===== config.mk =====
export PLATFORM = sky130hd
export DESIGN_NAME = cdf_engine
export DESIGN_NICKNAME = d
export VERILOG_FILES = /design/src/rtl/hist_eq_pkg.sv /design/src/rtl/cdf_prefix8.sv /design/src/rtl/cdf_engine.sv
export SDC_FILE = /design/constraint.sdc
export NUM_CORES = 1
export LEC_CHECK = 0
export CAP_MARGIN = 10
export CORE_ASPECT_RATIO = 0.9
export CORE_MARGIN = 2
export CORE_UTILIZATION = 55
export CTS_BUF_LIST = sky130_fd_sc_hd__clkbuf_2 sky130_fd_sc_hd__clkbuf_4 sky130_fd_sc_hd__clkbuf_8
export DETAILED_ROUTE_END_ITERATION = 6
export PLACE_DENSITY = 0.85
export SLEW_MARGIN = 20
export SYNTH_ARGS = -nofsm -noshare
export SYNTH_HDL_FRONTEND = slang
export SYNTH_SLANG_ARGS = --single-unit

===== constraint.sdc =====
create_clock -name clock -period 20.4 [get_ports clock]
set_input_delay 3.06 -clock clock [delete_from_list [all_inputs] [get_ports clock]]
set_output_delay 3.06 -clock clock [all_outputs]
set_load 0.02 [all_outputs]

===== src/rtl/hist_eq_pkg.sv =====
// Shared constants, FSM encoding and saturating add for the histogram-equalisation CDF stage.
package hist_eq_pkg;
  localparam int unsigned NUM_BINS      = 256;
  localparam int unsigned BIN_W         = 16;
  localparam int unsigned BINS_PER_WORD = 8;
  localparam int unsigned CDF_WORDS     = NUM_BINS / BINS_PER_WORD;
  localparam int unsigned WORD_W        = BIN_W * BINS_PER_WORD;

  typedef enum logic [2:0] {
    S_IDLE,
    S_READ,
    S_ACCUM,
    S_WRITE,
    S_DONE
  } cdf_state_t;

  // Clamps at all-ones instead of wrapping; a clamped sum stays clamped.
  function automatic logic [BIN_W-1:0] sat_add(input logic [BIN_W-1:0] a,
                                               input logic [BIN_W-1:0] b);
    logic [BIN_W:0] s;
    s = {1'b0, a} + {1'b0, b};
    return s[BIN_W] ? '1 : s[BIN_W-1:0];
  endfunction
endpackage


===== src/rtl/cdf_prefix8.sv =====
// Eight-lane saturating prefix adder: running sum of one histogram word on top of a base sum.
module cdf_prefix8
  import hist_eq_pkg::*;
(
  input  logic [BIN_W-1:0]  i_base,
  input  logic [WORD_W-1:0] i_word,
  output logic [WORD_W-1:0] o_prefix,
  output logic [BIN_W-1:0]  o_last
);

  always_comb begin
    logic [BIN_W-1:0] acc;
    acc      = i_base;
    o_prefix = '0;
    for (int unsigned i = 0; i < BINS_PER_WORD; i++) begin
      acc = sat_add(acc, i_word[i*BIN_W +: BIN_W]);
      o_prefix[i*BIN_W +: BIN_W] = acc;
    end
    o_last = acc;
  end

endmodule


===== src/rtl/cdf_engine.sv =====
// Streams 32 histogram words, writes their saturating running sums as CDF words,
// and reports the first non-zero CDF value and the final total.
module cdf_engine
  import hist_eq_pkg::*;
#(
  parameter logic [15:0] HIST_BASE_ADDR = 16'h0000,
  parameter logic [15:0] CDF_BASE_ADDR  = 16'h0000
) (
  input  logic              clock,
  input  logic              reset,
  input  logic              start_cdf,
  output logic [15:0]       cdf_hist_raddr,
  input  logic [WORD_W-1:0] cdf_hist_rdata,
  output logic              cdf_scratch_mem_WE,
  output logic [15:0]       cdf_scratch_mem_waddr,
  output logic [WORD_W-1:0] cdf_scratch_mem_wdata,
  output logic [BIN_W-1:0]  cdf_min,
  output logic [BIN_W-1:0]  cdf_total,
  output logic              cdf_computation_done
);

  localparam int unsigned K_W = $clog2(CDF_WORDS);
  localparam logic [K_W-1:0] K_LAST = K_W'(CDF_WORDS - 1);

  cdf_state_t        r_state;
  logic [K_W-1:0]    r_k;
  logic [BIN_W-1:0]  r_sum;
  logic              r_found;
  logic [BIN_W-1:0]  r_min;
  logic [BIN_W-1:0]  r_total;
  logic [WORD_W-1:0] r_wdata;
  logic [15:0]       r_waddr;
  logic [15:0]       r_raddr;
  logic              r_we;
  logic              r_done;

  logic [WORD_W-1:0] w_prefix;
  logic [BIN_W-1:0]  w_last;
  logic              w_nz;
  logic [BIN_W-1:0]  w_nz_val;
  logic [K_W-1:0]    w_k_next;

  cdf_prefix8 u_prefix (
    .i_base   (r_sum),
    .i_word   (cdf_hist_rdata),
    .o_prefix (w_prefix),
    .o_last   (w_last)
  );

  // Descending scan so the lowest-numbered non-zero lane wins.
  always_comb begin
    w_nz     = 1'b0;
    w_nz_val = '0;
    for (int unsigned i = BINS_PER_WORD; i > 0; i--) begin
      if (w_prefix[(i-1)*BIN_W +: BIN_W] != '0) begin
        w_nz     = 1'b1;
        w_nz_val = w_prefix[(i-1)*BIN_W +: BIN_W];
      end
    end
  end

  assign w_k_next = r_k + K_W'(1);

  always_ff @(posedge clock or negedge reset) begin
    if (!reset) begin
      r_state <= S_IDLE;
      r_k     <= '0;
      r_sum   <= '0;
      r_found <= 1'b0;
      r_min   <= '0;
      r_total <= '0;
      r_wdata <= '0;
      r_waddr <= '0;
      r_raddr <= '0;
      r_we    <= 1'b0;
      r_done  <= 1'b0;
    end else begin
      r_we   <= 1'b0;
      r_done <= 1'b0;
      case (r_state)
        S_IDLE: begin
          if (start_cdf) begin
            r_sum   <= '0;
            r_k     <= '0;
            r_min   <= '0;
            r_found <= 1'b0;
            r_raddr <= HIST_BASE_ADDR;
            r_state <= S_READ;
          end
        end
        S_READ: begin
          r_state <= S_ACCUM;
        end
        S_ACCUM: begin
          r_wdata <= w_prefix;
          r_sum   <= w_last;
          if (!r_found && w_nz) begin
            r_found <= 1'b1;
            r_min   <= w_nz_val;
          end
          r_we    <= 1'b1;
          r_waddr <= CDF_BASE_ADDR + 16'(r_k);
          r_state <= S_WRITE;
        end
        S_WRITE: begin
          if (r_k != K_LAST) begin
            r_k     <= w_k_next;
            r_raddr <= HIST_BASE_ADDR + 16'(w_k_next);
            r_state <= S_READ;
          end else begin
            r_total <= r_sum;
            r_done  <= 1'b1;
            r_state <= S_DONE;
          end
        end
        S_DONE: begin
          r_state <= S_IDLE;
        end
        default: begin
          r_state <= S_IDLE;
        end
      endcase
    end
  end

  assign cdf_hist_raddr        = r_raddr;
  assign cdf_scratch_mem_WE    = r_we;
  assign cdf_scratch_mem_waddr = r_waddr;
  assign cdf_scratch_mem_wdata = r_wdata;
  assign cdf_min               = r_min;
  assign cdf_total             = r_total;
  assign cdf_computation_done  = r_done;

endmodule


==> impl_metrics.json <==
{
  "crit_start": "cdf_hist_rdata[0]",
  "diodes": 0,
  "cts_made_buffers": 17,
  "grt_pass1_wl_mm": 97.0,
  "first_global_vias": 17200,
  "cts_buffer_depth": 2,
  "synth_warnings": 0,
  "placementRows": 59,
  "synthTopCellsByCount": "nand2_1 (362), dfrtp_1 (192), nor2_1 (168)",
  "design_area_sq_um": 20900,
  "cts-hold-fix-buffers": 0,
  "min-delay-start": "cdf_scratch_mem_waddr[1]",
  "die_w_um": 186,
  "worstSetupEndpointType": "flip-flop",
  "antenna_found_initial": 0,
  "die_area_sq_um": 31100,
  "required_ns": 20.81,
  "cp.buffers_inverters": 7,
  "synth.largest_area_cell": "dfrtp_1",
  "initial_core_util_pct": 56.1,
  "status": "complete, no violations",
  "core_area_sq_um": 29100,
  "worst_slew_pin_slew_ns": 1.09,
  "drive_above_1_share_pct": 8.91,
  "firstDrtPassIters": 6,
  "fin_worst_skew_ns": 0.0213,
  "path_max_fanout": 16,
  "synthFlopType": "dfrtp_1",
  "cts_sinks": 192,
  "gp_congestion": 1.06,
  "vias": 18200,
  "max_freq_ghz": 0.0507,
  "path_clk_slew_ns": 0.13,
  "worstPathArrival_ns": 20.15,
  "layout.nets": 2702,
  "hold_viol_final": 0,
  "grt_usage_pct": 40.5,
  "ant_nets": 0,
  "synth_top_area_share_pct": 29.4,
  "r2r_start": "r_sum[0]",
  "setup_viol": 0,
  "min_path_cells": 2,
  "placed_area_sq_um": 20200,
  "fin_setup_tns_ns": 0,
  "route.detailed.drc": 0,
  "hold_path_class": "reg -> reg",
  "areaGrowthSynthToFinish_pct": 27.9,
  "cts_tree": "yes",
  "cp_top_family": "compound AO/OA/AOI/OAI gates",
  "startpoint_type": "primary input",
  "slew_headroom_pct": 26.4,
  "syn-cell-area_sq_um": 16300,
  "fin_crit_sh_pct": 96.8,
  "post_synth.cell_area_avg_sq_um": 7.83,
  "io_buffers": 302,
  "synth_edf_count": 0,
  "synthCells": 2085,
  "maxCapViolCount": 0,
  "dp_hpwl_mm": 51.6,
  "cp.depth": 69,
  "root_buffer": "clkbuf_8",
  "synthDistinctLibCells": 83,
  "wl_per_cell_um": 22.7,
  "io-pin-count": 325,
  "cpPeakStageDelay_ns": 0.57,
  "fin_crit_ns": 19.74,
  "ys_seq_area_share_pct": 29.4,
  "grt_max_degree": 97,
  "grt-ovfl-total": 0,
  "async_reset_ff_share_pct": 100,
  "crit_path_frequent_cell": "ha_1",
  "drtIter0Drc": 2098,
  "htree_num_levels": 4,
  "slew_viol_final": 0,
  "drt-total-wl_mm": 64.5,
  "synthTopCellsByArea": "dfrtp_1 (29%), ha_1 (10%), nand2_1 (8.3%), o21ai_0 (4.9%), nor2_1 (3.9%)",
  "worst_path_max_delay_cell": "or4_1",
  "rr_worst_depth": 68,
  "worst-setup-path-type": "in -> reg",
  "synth-seq-cells": 192,
  "viasPerCell": 6.41,
  "clkLatencyLatePin_ns": 0.52,
  "place_inst": 2805,
  "layoutNonFillerInstCount": 2842,
  "fillers": 2393,
  "synth.most_common_cell": "nand2_1",
  "die_height_um": 167,
  "hold_slack_ns": 0.490
}
layout make-up:
class / count / area [sq um] / area share (%)
clock buffer: 17 / 234 / 1.12
clock inverter: 15 / 201 / 0.964
inverter: 108 / 407 / 1.95
multi-input combinational: 1712 / 11000 / 52.5
sequential: 192 / 4800 / 23.0
tap: 396 / 495 / 2.37
timing repair buffer: 402 / 3780 / 18.1
worst min-delay path: stages, from the launching register on:
cell and delay [ns]:
dfrtp_1 0.36, nand2_1 0.05, nand2_1 0.06
metrics by stage:
stage          utilization [%]  worst slack [ns]
6_report                  71.8             0.659
5_1_grt                   71.8            -0.119
4_1_cts                   71.0             0.154
3_5_place_dp              69.5            -0.482
3_3_place_gp              69.5           -0.0661
2_1_floorplan                -              1.16
cell families after synthesis:
group                      Yosys count  synth area share (%)
buffers and inverters              203                  5.22
muxes                               15                 0.965
AOI/OAI and AO/OA                  637                  25.7
other                                1                0.0230
xor gates and xnor gates            72                  3.86
adders and majority gates          138                  10.9
and+or+nand+nor                    827                  23.9
DFF                                192                  29.4
sequential cells by signal, indices dropped and copies added, names as in the netlist:
register	cells
cdf_computation_done	1
r_state	3
cdf_hist_raddr	5
r_found	1
cdf_scratch_mem_waddr	5
cdf_scratch_mem_wdata	128
cdf_scratch_mem_WE	1
r_sum	16
cdf_min	16
cdf_total	16
placed cells by master, fill, tap and decap left out, types with 9 or more instances in the layout:
master / count
nor3_1: 32
ha_1: 129
nor3b_1: 11
nor4_1: 16
inv_1: 106
and2_1: 30
nand3_1: 29
o211ai_1: 28
a31oi_1: 51
buf_4: 100
and3_1: 21
conb_1: 22
clkdlybuf4s50_1: 301
dfrtp_1: 192
or2_2: 17
o21ai_1: 15
a211oi_1: 17
o21ai_0: 156
a21oi_1: 117
nor2b_1: 20
or3_1: 18
clkbuf_8: 18
or4_1: 21
a21o_1: 41
a211o_1: 10
a221oi_1: 9
o21bai_1: 14
xor2_1: 28
nand2b_1: 28
o2111ai_1: 15
mux2i_1: 9
nor2_1: 164
o31ai_1: 10
nand4_1: 16
xnor2_1: 43
nand2_1: 362
o21a_1: 27
layer usage:
metal	global-route usage [%]	vias up	wire, um
met5	0	-	0
met4	15.6	0	2910
met3	9.31	236	7170
met2	62.5	1216	28200
met1	55.1	8553	26200
li1	-	8221	-
worst paths after layout:
kind	slack [ns]	end
min in group asynchronous	2.49	cdf_scratch_mem_wdata[4]
worst min register to register	0.49	cdf_scratch_mem_waddr[1]
worst max register to register	3.15	cdf_min[10]
max in group asynchronous	16.56	cdf_scratch_mem_wdata[99]
worst min-delay path	0.49	cdf_scratch_mem_waddr[1]
worst max-delay path	0.66	cdf_min[10]
timing repair:
item                       4_1_cts  5_1_grt
buffers inserted                 0        4
pin swaps                        0        6
setup endpoints to repair       10       18
gates cloned                     0        1
resized for setup                1       45
Power is left out: the tool's default activity adds up to more than one toggle a clock period on the data nets, which glitch-free logic cannot reach.
